### src/rtl/two_mode_timer_pkg.sv
// Shared state encoding and count-direction constants for the two-mode timer.
package two_mode_timer_pkg;

   typedef enum logic [1:0] {
      ST_IDLE    = 2'd0,
      ST_RUN     = 2'd1,
      ST_PAUSE   = 2'd2,
      ST_EXPIRED = 2'd3
   } state_t;

   localparam logic MODE_UP   = 1'b0;
   localparam logic MODE_DOWN = 1'b1;

endpackage

### src/rtl/two_mode_timer_ctrl_prescaler.sv
// Tick prescaler: counts 0..TICK_DIV-1 while enabled, freezes on hold, clears otherwise.
module tmr_prescaler #(
   parameter int TICK_DIV = 10
) (
   input  logic clk,
   input  logic rst,
   input  logic en,
   input  logic hold,
   output logic tick
);

   localparam int CW = (TICK_DIV > 1) ? $clog2(TICK_DIV) : 1;
   localparam logic [CW-1:0] LAST = CW'(TICK_DIV - 1);

   logic [CW-1:0] cnt;

   always_ff @(posedge clk or negedge rst) begin
      if (!rst)
         cnt <= '0;
      else if (en)
         cnt <= (cnt == LAST) ? '0 : cnt + CW'(1);
      else if (!hold)
         cnt <= '0;
   end

   assign tick = en && (cnt == LAST);

endmodule

### src/rtl/two_mode_timer_ctrl.sv
// Stopwatch / countdown timer controller with prescaled tick.
// Optional macro TMR_AUTO_RELOAD_EN: countdown reloads load_val on reaching 0 instead of expiring.
module two_mode_timer_ctrl
   import two_mode_timer_pkg::*;
#(
   parameter int WIDTH    = 8,
   parameter int TICK_DIV = 10
) (
   input  logic             clk,
   input  logic             rst,
   input  logic             mode_i,
   input  logic             start_stop,
   input  logic             clear,
   input  logic [WIDTH-1:0] load_val,
   output logic [WIDTH-1:0] count,
   output logic [WIDTH-1:0] preset,
   output logic             running,
   output logic             done
);

   localparam logic [WIDTH-1:0] ONE = WIDTH'(1);

   state_t           state_q, state_d;
   logic [WIDTH-1:0] count_d;
   logic             done_d;
   logic             mode_r;
   logic [WIDTH-1:0] load_r;
   logic             eff_mode;
   logic [WIDTH-1:0] eff_load;
   logic             tick;

   // IDLE tracks the live inputs; every other state uses the values captured on leaving IDLE.
   assign eff_mode = (state_q == ST_IDLE) ? mode_i   : mode_r;
   assign eff_load = (state_q == ST_IDLE) ? load_val : load_r;
   assign preset   = (eff_mode == MODE_DOWN) ? eff_load : '0;
   assign running  = (state_q == ST_RUN);

   tmr_prescaler #(
      .TICK_DIV (TICK_DIV)
   ) u_prescaler (
      .clk  (clk),
      .rst  (rst),
      .en   (state_q == ST_RUN),
      .hold (state_q == ST_PAUSE),
      .tick (tick)
   );

   always_comb begin
      state_d = state_q;
      count_d = count;
      done_d  = 1'b0;
      if (clear) begin
         state_d = ST_IDLE;
         count_d = preset;
      end else begin
         case (state_q)
            ST_IDLE: begin
               count_d = preset;
               if (start_stop) begin
                  if (eff_mode == MODE_DOWN && load_val == '0) begin
                     state_d = ST_EXPIRED;
                     done_d  = 1'b1;
                  end else begin
                     state_d = ST_RUN;
                  end
               end
            end
            ST_RUN: begin
               if (tick) begin
                  if (mode_r == MODE_UP) begin
                     count_d = count + ONE;
                     done_d  = &count;
                  end else if (count == ONE) begin
                     done_d = 1'b1;
`ifdef TMR_AUTO_RELOAD_EN
                     count_d = load_r;
`else
                     count_d = '0;
                     state_d = ST_EXPIRED;
`endif
                  end else begin
                     count_d = count - ONE;
                  end
               end
               // A coinciding tick is applied first; expiry outranks the pause request.
               if (start_stop && state_d == ST_RUN)
                  state_d = ST_PAUSE;
            end
            ST_PAUSE: begin
               if (start_stop)
                  state_d = ST_RUN;
            end
            ST_EXPIRED: begin
               count_d = '0;
               if (start_stop)
                  state_d = ST_IDLE;
            end
            default: state_d = ST_IDLE;
         endcase
      end
   end

   always_ff @(posedge clk or negedge rst) begin
      if (!rst) begin
         state_q <= ST_IDLE;
         count   <= '0;
         done    <= 1'b0;
         mode_r  <= MODE_UP;
         load_r  <= '0;
      end else begin
         state_q <= state_d;
         count   <= count_d;
         done    <= done_d;
         if (state_q == ST_IDLE) begin
            mode_r <= mode_i;
            load_r <= load_val;
         end
      end
   end

endmodule
### config.mk
export PLATFORM = sky130hd
export DESIGN_NAME = two_mode_timer_ctrl
export DESIGN_NICKNAME = d
export VERILOG_FILES = /design/src/rtl/two_mode_timer_pkg.sv /design/src/rtl/two_mode_timer_ctrl_prescaler.sv /design/src/rtl/two_mode_timer_ctrl.sv
export SDC_FILE = /design/constraint.sdc
export NUM_CORES = 1
export LEC_CHECK = 0
export BUFFER_PORTS_ARGS = -buffer_cell sky130_fd_sc_hd__buf_2
export CAP_MARGIN = 25
export CORE_MARGIN = 5
export CORE_UTILIZATION = 55
export DETAILED_ROUTE_END_ITERATION = 10
export GPL_TIMING_DRIVEN = 0
export PLACE_DENSITY = 0.85
export REMOVE_ABC_BUFFERS = 1
export SLEW_MARGIN = 30
export SYNTH_ARGS = -nofsm -noshare
export SYNTH_HDL_FRONTEND = slang
export SYNTH_HIERARCHICAL = 1
export SYNTH_SLANG_ARGS = --single-unit
### constraint.sdc
create_clock -name clk -period 3.9 [get_ports clk]
set_clock_uncertainty 0.2 [all_clocks]
set_input_delay 0 -clock clk [delete_from_list [all_inputs] [get_ports clk]]
set_output_delay 0 -clock clk [all_outputs]
set_load 0.01 [all_outputs]
==> results of run 1 <==
[kinds of logic (layout without fill, tap and decap cells)]
kind of cell	count (synthesis)	after routing	synth area share, %
flip-flops	24	24	36.87
multiplexers	9	9	5.607
buffers and inverters	22	64	5.683
AO/OA/AOI/OAI	46	46	20.59
AND/OR/NAND/NOR	65	65	24.81
XOR/XNOR	2	2	1.075
adder cells (fa/ha/maj)	7	7	5.376
[metal layers]
| layer | GRT usage, % | wire (um) |
|---|---|---|
| met3 | 3.109 | 253 |
| met5 | 0 | 0 |
| met4 | 7.388 | 93 |
| met2 | 37.11 | 2102 |
| met1 | 26.48 | 1698 |
[power by group through the flow]
stage | Combinational (W) | Sequential [W] | Clock (W)
after CTS | 0.000359 | 0.000375 | 0.000186
after floorplan | 0.000226 | 0.000377 | 0
after global routing | 0.000396 | 0.000387 | 0.000201
after global placement | 0.000333 | 0.000374 | 0
final | 0.000362 | 0.000377 | 0.000184
after detailed placement | 0.000345 | 0.000380 | 0
[through the flow]
step,utilization (%),hold WS [ns],std cells,setup slack [ns]
floorplan,-,-0.4956,168,1.271
global placement,63.51,-0.1956,229,0.8428
detailed placement,63.51,-0.1838,229,0.7681
CTS,71.10,0.2850,248,0.7606
global route,71.10,0.3114,248,0.5097
finish,71.10,0.2908,248,0.7394
[worst paths after layout]
check | start | to | cells past startpoint
min in group asynchronous | rst | state_q[1] | 4
max reg2reg | state_q[0] | count[7] | 6
min reg2reg | load_r[4] | load_r[4] | 2
max in group asynchronous | rst | count[1] | 4
min | load_val[4] | load_r[4] | 4
max | state_q[0] | count[7] | 6
[worst max-delay path, delay by kind of cell (launching register included)]
| family | cells | cell delay [ns] |
|---|---|---|
| muxes | 1 | 0.74 |
| DFF | 1 | 0.48 |
| and+or+nand+nor | 2 | 0.82 |
| AOI/OAI and AO/OA | 1 | 0.11 |
| adders and majority gates | 1 | 0.58 |
| buffers and inverters | 1 | 0.12 |
[cells in the mapped netlist, types with 2 or more instances]
library cell / instances / area (sq um)
o21ba_2: 2 / 20.02
nand3_1: 5 / 25.02
nand2_1: 12 / 45.04
a22o_1: 2 / 17.52
nor2_1: 10 / 37.54
nand2b_1: 4 / 25.02
o32a_1: 2 / 20.02
nor3_1: 5 / 25.02
o221ai_1: 2 / 17.52
nor4b_1: 3 / 26.28
a31oi_1: 3 / 18.77
dfrtp_1: 24 / 600.6
clkbuf_1: 4 / 15.01
a211o_1: 2 / 17.52
nand4_1: 3 / 18.77
nor2b_1: 5 / 31.28
or2b_1: 2 / 15.01
mux2i_1: 8 / 80.08
nor4_1: 2 / 12.51
inv_1: 15 / 56.30
nor4b_4: 2 / 47.55
nand3b_1: 2 / 15.01
a21o_1: 4 / 30.03
ha_1: 7 / 87.58
o22ai_1: 2 / 12.51
and3b_1: 2 / 17.52
a21oi_1: 7 / 35.03
buf_2: 2 / 10.01
o21ai_0: 7 / 35.03
[registers in the layout, summed over array words and instances (netlist names)]
name / cells
count: 8
load_r: 8
u_prescaler/cnt: 4
state_q: 2
done: 1
mode_r: 1
[layout by cell type (no fill, tap or decap), types with 2 or more instances in the layout]
cell type	count
ha_1	7
dfrtp_1	24
nor3_1	5
nor4_1	2
nor4b_4	2
a211o_1	2
a22o_1	2
dlygate4sd3_1	14
nand4_1	3
o22ai_1	2
nand3_1	5
buf_2	30
inv_1	15
o21ba_2	2
or2b_1	2
o221ai_1	2
nor2b_1	5
mux2i_1	8
nand3b_1	2
a31oi_1	3
nor4b_1	3
and3b_1	2
a21o_1	4
nand2b_1	4
clkbuf_4	3
o32a_1	2
nor2_1	10
o21ai_0	7
a21oi_1	7
nand2_1	12
[cell type report]
type | instances | area, sq um | area share [%]
clock inverter | 1 | 30.03 | 1.506
clock buffer | 3 | 22.52 | 1.129
tap | 31 | 38.79 | 1.945
inverter | 15 | 56.30 | 2.823
sequential | 24 | 600.6 | 30.11
multi-input combinational | 129 | 935.9 | 46.93
timing repair buffer | 45 | 310.3 | 15.56
==> impl_metrics.json, run 1 <==
{
  "run_status": "completed",
  "worst_pin_slew_ns": 0.7697,
  "p_int_w": 0.0005642,
  "p_sw_w": 0.0003580,
  "slowest_delay_ns": 0.74,
  "drt_wl_total_mm": 4.148,
  "maxSlewViolCount": 0,
  "root_buffer": "clkbuf_4",
  "ys_types": 54,
  "drt_iter0_drc": 140,
  "reg2reg_slack_ns": 0.74,
  "cp_data_arrival_time_ns": 3.17,
  "drt.antenna.violating_nets": 0,
  "drt_first_pass_iters": 5,
  "area_delta_synth_final_pct": 22.43,
  "hpwlAfterDp_mm": 2.826,
  "fillers": 211,
  "switching_share_pct": 38.82,
  "cts_hold_buffers": 15,
  "cts_sinks": 24,
  "cp_max_fo": 13,
  "hold_class": "in -> reg",
  "finalHoldViolCount": 0,
  "cts_buffer_depth": 2,
  "netlist_instances": 175,
  "cellPowerDensity_mw_per_mm2": 462.4,
  "clock_latency_ns": 0.33,
  "critPathCaptureType": "flip-flop",
  "fmax_mhz": 316.4,
  "vias": 1520,
  "vdd.ir_drop.worst_mv": 0.2586,
  "synth-main-ff-cell": "dfrtp_1",
  "maxCapViolCount": 0,
  "gp_congestion": 0.8910,
  "syn-mean-instance-area_sq_um": 9.309,
  "p_clk_share_pct": 19.9,
  "ys_warn_count": 6,
  "start_util_pct": 58.07,
  "nets": 238,
  "synth_edf_count": 0,
  "first_global_vias": 1506,
  "postCtsSetupRepairBufs": 0,
  "io_buffers": 30,
  "avgRoutedWirePerCell_um": 16.73,
  "stdcell_area_sq_mm": 0.001994,
  "setup_viol": 0,
  "power.total_w": 0.0009222,
  "fin_tns_setup_ns": 0,
  "drive_gt1_share_pct": 20.74,
  "timing.final.crit_share_pct": 81.04,
  "rsz0062_at_grt": "false",
  "p_leak_nw": 0.9662,
  "relSlewSlack_pct": 47.22,
  "async_reset_ff_share_pct": 100.0,
  "antenna_found_initial": 0,
  "pwr-share-comb_pct": 39.2,
  "worstSetupStartpointType": "flip-flop",
  "cts-resized-gates": 0,
  "setup.worst_path.class": "reg -> reg",
  "ys_ff_latch": 24,
  "p_seq_share_pct": 40.8,
  "h-tree-depth": 1,
  "viasPerCell": 6.129,
  "grt_pass1_wl_mm": 6.962,
  "track_usage_pct": 21.11,
  "rows": 19,
  "cts_buffers": 3,
  "overflow": 0,
  "path_cells": "inv_1 -> ha_1 -> mux2i_1 -> or2_0 -> o31ai_1 -> or3_1",
  "drc": 0,
  "cts_tree": "done",
  "fp.dieW_um": 64.43,
  "dieHeight_um": 64.43,
  "antennaDiodeCount": 0,
  "dpl-instance-area_sq_mm": 0.001782,
  "syn_area_sq_mm": 0.001629,
  "cp_slowest_cell": "mux2i_1",
  "synth-seq-area-share_pct": 36.87,
  "coreArea_sq_mm": 0.002805,
  "grt_max_degree": 25,
  "clkTransAtPathRegs_ns": 0.14,
  "io_pins": 31,
  "min_period_ns": 3.161,
  "die_area_sq_mm": 0.004151,
  "cp.required_ns": 3.91
}
(Power assumes the default switching activity.)
==> inputs of run 2 (changes only) <==
==> constraint.sdc (replaced) <==
create_clock -name clk -period 3.1 [get_ports clk]
set_clock_uncertainty 0.2 [all_clocks]
set_input_delay 0 -clock clk [delete_from_list [all_inputs] [get_ports clk]]
set_output_delay 0 -clock clk [all_outputs]
set_load 0.01 [all_outputs]
==> run 2 against run 1 <==
Effect of this change: global-route usage is 0.23 points higher; register-to-register slack worse by 0.48 ns; highest routed layer unchanged; clock power is 27% higher.
==> impl_metrics.json, run 2 (synthesis gave the netlist of run 1 again) <==
{
  "maxCapViolCount": 0,
  "track_usage_pct": 21.34,
  "drt_wl_total_mm": 4.189,
  "io_pins": 31,
  "setup.worst_path.class": "reg -> reg",
  "layout_common_cells": "buf_2, dfrtp_1, inv_1, dlygate4sd3_1, nand2_1",
  "cts_buffer_depth": 2,
  "drt_first_pass_iters": 4,
  "start_util_pct": 58.07,
  "gp_congestion": 0.8910,
  "finalHoldViolCount": 0,
  "rsz0062_at_grt": "false",
  "postCtsSetupRepairBufs": 0,
  "worstSetupStartpointType": "flip-flop",
  "antenna_found_initial": 0,
  "cts_sinks": 24,
  "cellPowerDensity_mw_per_mm2": 582.2,
  "die_area_sq_mm": 0.004151,
  "vdd.ir_drop.worst_mv": 0.3264,
  "rows": 19,
  "hold_path_startpoint": "load_val[4]",
  "overflow": 0,
  "h-tree-depth": 1,
  "drt.antenna.violating_nets": 0,
  "stdcell_area_sq_mm": 0.002003,
  "dpl-instance-area_sq_mm": 0.001782,
  "maxSlewViolCount": 0,
  "min_period_ns": 2.841,
  "grt_util_met2_pct": 36.60,
  "grtUsageMet1_pct": 26.62,
  "reg2reg_to": "count[6]",
  "coreArea_sq_mm": 0.002805,
  "p_leak_nw": 0.9611,
  "dieHeight_um": 64.43,
  "setup_viol": 0,
  "area_delta_synth_final_pct": 22.96,
  "hold_class": "in -> reg",
  "holdWs_ns": 0.3027,
  "critPathCaptureType": "flip-flop",
  "r2r_cells": 8,
  "cp.required_ns": 3.12,
  "cts_buffers": 3,
  "cp_max_fo": 15,
  "hpwlAfterDp_mm": 2.826,
  "clkTransAtPathRegs_ns": 0.15,
  "top_regs": "count x8, load_r x8, u_prescaler/cnt x4",
  "fmax_mhz": 352.0,
  "reg2reg_from": "state_q[1]",
  "vias": 1509,
  "avgRoutedWirePerCell_um": 16.89,
  "clock_latency_ns": 0.33,
  "antennaDiodeCount": 0,
  "power.total_w": 0.001166,
  "top_usage_layer": "met2",
  "hold_depth": 4,
  "nets": 238,
  "root_buffer": "clkbuf_4",
  "grt_pass1_wl_mm": 7.031,
  "io_buffers": 30,
  "drive_gt1_share_pct": 22.12,
  "run_status": "completed",
  "grt_max_degree": 25,
  "dp.cells": 229,
  "first_global_vias": 1523,
  "drc": 0,
  "final_common_cell": "buf_2",
  "instances_no_fill": 248,
  "timing.final.crit_share_pct": 91.64,
  "viasPerCell": 6.085,
  "worst_pin_slew_ns": 0.5473,
  "grt_util_met3_pct": 3.800,
  "hold_end": "load_r[4]",
  "reg2reg_slack_ns": 0.26,
  "relSlewSlack_pct": 62.79,
  "cp_data_arrival_time_ns": 2.86,
  "cts_tree": "done",
  "fp.dieW_um": 64.43,
  "drt_iter0_drc": 154
}
## run 2: cell counts in the layout (fill, tap and decap cells not counted)
No cell type changed its count.
## run 2: final cells by class
class                           instances  area (sq um)
Fill cell                             214         802.0
Timing Repair Buffer                   45         310.3
Clock buffer                            3         22.52
Clock inverter                          1         30.03
Sequential cell                        24         600.6
Multi-Input combinational cell        129         944.7
Tap cell                               31         38.79
Inverter                               15         56.30
## run 2: report_power, final
group	leakage, nW	internal, W	switching, W
Sequential	0.302	0.000372	0.000103
Clock	0.0279	0.000131	0.000103
Combinational	0.631	0.000209	0.000248
Total	0.961	0.000713	0.000454
## run 2: stage by stage
stage	setup WS [ns]	TNS, ns	utilization, %
2_1_floorplan	0.4710	0	-
3_3_place_gp	0.04276	0	63.51
3_5_place_dp	-0.03194	-0.03194	63.51
4_1_cts	0.1294	0	71.23
5_1_grt	0.04379	0	71.41
6_report	0.2592	0	71.41
## run 2: how the worst max path moves through the flow
| stage | from | endpoint | slack [ns] | cells after the start |
|---|---|---|---|---|
| detailed placement | state_q[0] | count[7] | -0.03 | 6 |
| global route | state_q[1] | count[6] | 0.04 | 8 |
| floorplan | state_q[0] | count[7] | 0.47 | 6 |
| finish | state_q[1] | count[6] | 0.26 | 8 |
| CTS | state_q[0] | count[7] | 0.13 | 6 |
| global placement | state_q[0] | count[7] | 0.04 | 6 |
## run 2: critical path, cell delays in order (launching register included)
cell and delay (ns):
dfrtp_1 0.47, inv_1 0.11, ha_2 0.34, nand2_1 0.10, nor3_1 0.42, nand2_1 0.25, and2_1 0.34, a21o_1 0.21
a211o_1 0.29
## run 2: metal layers
layer | up-vias | part of all wire (%)
met5 | - | 0
li1 | 724 | -
met3 | 15 | 5.3
met2 | 59 | 49
met4 | 0 | 3.6
met1 | 711 | 42
## run 2: repair_timing
action,in CTS,in global routing
gates resized for setup,1,2
hold buffers,15,0
endpoints found under the setup margin,1,3
endpoints found under the hold margin,39,0
==> inputs of run 3 (changes only) <==
--- a/config.mk
+++ b/config.mk
@@ -7,6 +7,7 @@
 export LEC_CHECK = 0
 export BUFFER_PORTS_ARGS = -buffer_cell sky130_fd_sc_hd__buf_2
 export CAP_MARGIN = 25
+export CORE_ASPECT_RATIO = 1.2
 export CORE_MARGIN = 5
 export CORE_UTILIZATION = 55
 export DETAILED_ROUTE_END_ITERATION = 10
==> run 3 against run 2 <==
Effect of this change: largest cell class unchanged; total power rose by 0.51%; sequential power about the same; cell area is 0.81% lower; via count up 6.2%; non-clock buffer count fell by 1; routed wire length increased by 6.5%; worst setup slack worse by 0.045 ns; final cell count rose by 0.81%.
==> impl_metrics.json, run 3 (synthesis gave the netlist of run 1 again) <==
{
  "vias": 1602,
  "cp.required_ns": 3.11,
  "drt_first_pass_iters": 5,
  "finalHoldViolCount": 0,
  "coreArea_sq_mm": 0.002811,
  "cellPowerDensity_mw_per_mm2": 589.9,
  "antenna_found_initial": 0,
  "area_delta_synth_final_pct": 21.97,
  "critPathCaptureType": "flip-flop",
  "dpl-instance-area_sq_mm": 0.001785,
  "postCtsSetupRepairBufs": 0,
  "maxCapViolCount": 0,
  "cp_slowest_cell": "mux2i_2",
  "cts_buffers": 3,
  "cp_data_arrival_time_ns": 2.89,
  "instances_no_fill": 250,
  "fillers": 205,
  "rsz0062_at_grt": "false",
  "final_common_cell": "buf_2",
  "viasPerCell": 6.408,
  "clkTransAtPathRegs_ns": 0.16,
  "relSlewSlack_pct": 59.67,
  "dieHeight_um": 69.62,
  "dp.cells": 232,
  "grt_pass1_wl_mm": 7.341,
  "worstSetupStartpointType": "flip-flop",
  "track_usage_pct": 22.21,
  "avgRoutedWirePerCell_um": 17.84,
  "path_cells": "inv_1 -> ha_2 -> mux2i_2 -> or2_0 -> o31ai_1 -> or3_1",
  "fp.dieW_um": 59.68,
  "io_buffers": 30,
  "overflow": 0,
  "rows": 21,
  "nets": 237,
  "die_area_sq_mm": 0.004155,
  "setup.worst_path.class": "reg -> reg",
  "root_buffer": "clkbuf_4",
  "top_regs": "count x8, load_r x8, u_prescaler/cnt x4",
  "hold_class": "in -> async",
  "drc": 0,
  "fmax_mhz": 346.5,
  "antennaDiodeCount": 0,
  "min_period_ns": 2.886,
  "power.total_w": 0.001172,
  "io_pins": 31,
  "gp_congestion": 0.8904,
  "timing.final.crit_share_pct": 93.10,
  "first_global_vias": 1541,
  "clock_latency_ns": 0.32,
  "start_util_pct": 57.94,
  "fin_tns_setup_ns": 0,
  "drt_wl_total_mm": 4.460,
  "cp_max_fo": 13,
  "setup_viol": 0,
  "vdd.ir_drop.worst_mv": 0.4931,
  "run_status": "completed",
  "cts_tree": "done",
  "worst_pin_slew_ns": 0.5932,
  "grt_max_degree": 25,
  "maxSlewViolCount": 0,
  "layout_common_cells": "buf_2, dfrtp_1, inv_1, dlygate4sd3_1, nand2_1",
  "drt.antenna.violating_nets": 0,
  "cts_sinks": 24,
  "slowest_delay_ns": 0.60,
  "stdcell_area_sq_mm": 0.001987,
  "drt_iter0_drc": 127,
  "drive_gt1_share_pct": 22.69,
  "h-tree-depth": 1,
  "hpwlAfterDp_mm": 2.927,
  "p_leak_nw": 0.9517,
  "cts_buffer_depth": 2
}
run 3: cell count changes in the layout (fill, tap and decap cells not counted):
cell / before / now
nor3_1: 5 / 4
dlygate4sd3_1: 14 / 13
buf_2: 30 / 31
buf_12: 1 / 0
nor3_2: 0 / 1
run 3: final cells by class:
| cell class | count | area [sq um] | area share (%) |
|---|---|---|---|
| Clock buffer | 3 | 22.52 | 1.133 |
| Multi-Input combinational cell | 129 | 949.7 | 47.80 |
| Timing Repair Buffer | 44 | 285.3 | 14.36 |
| Tap cell | 34 | 42.54 | 2.141 |
| Clock inverter | 1 | 30.03 | 1.511 |
| Inverter | 15 | 56.30 | 2.834 |
| Sequential cell | 24 | 600.6 | 30.23 |
run 3: path summary, 6_finish.rpt:
check,startpoint,to,slack (ns),cells past startpoint
min in group clk,load_val[2],load_r[2],0.30,3
max in group asynchronous,rst,count[3],2.25,3
setup reg to reg,state_q[0],count[7],0.21,6
hold reg to reg,load_r[2],load_r[2],0.33,1
setup / recovery,state_q[0],count[7],0.21,6
hold / removal,rst,state_q[1],0.06,3
run 3: repair_timing:
action | in CTS | in global routing
hold endpoints to repair | 39 | 0
hold buffers | 14 | 0
resized for setup | 1 | 3
setup endpoints to repair | 1 | 6
run 3: metrics by stage:
step                worst slack [ns]  hold slack, ns  utilization [%]
floorplan                     0.4710         -0.4956                -
global placement             0.07784         -0.1997            63.51
detailed placement          -0.02889         -0.1885            63.51
CTS                           0.1292          0.2955            70.49
global route                 0.08271          0.1010            70.67
finish                        0.2140         0.06143            70.67
run 3: routing by layer:
layer | vias up | GRT usage [%] | routed length (um)
met5 | - | 0 | 0
met4 | 0 | 4.680 | 126
met3 | 17 | 2.793 | 283
met2 | 86 | 38.82 | 2293
met1 | 782 | 28.34 | 1756
li1 | 717 | - | -
run 3: power by group:
part / switching [W] / internal (W)
Clock: 0.000105 / 0.000131
Sequential: 0.000105 / 0.000372
Combinational: 0.000253 / 0.000206
run 3: worst max-delay path, delay by kind of cell, from the launching register on:
family | cells | cell delay (ns)
mux | 1 | 0.60
simple gates | 2 | 0.82
buf+inv | 1 | 0.12
compound gates | 1 | 0.13
flops | 1 | 0.48
fa+ha+maj | 1 | 0.41
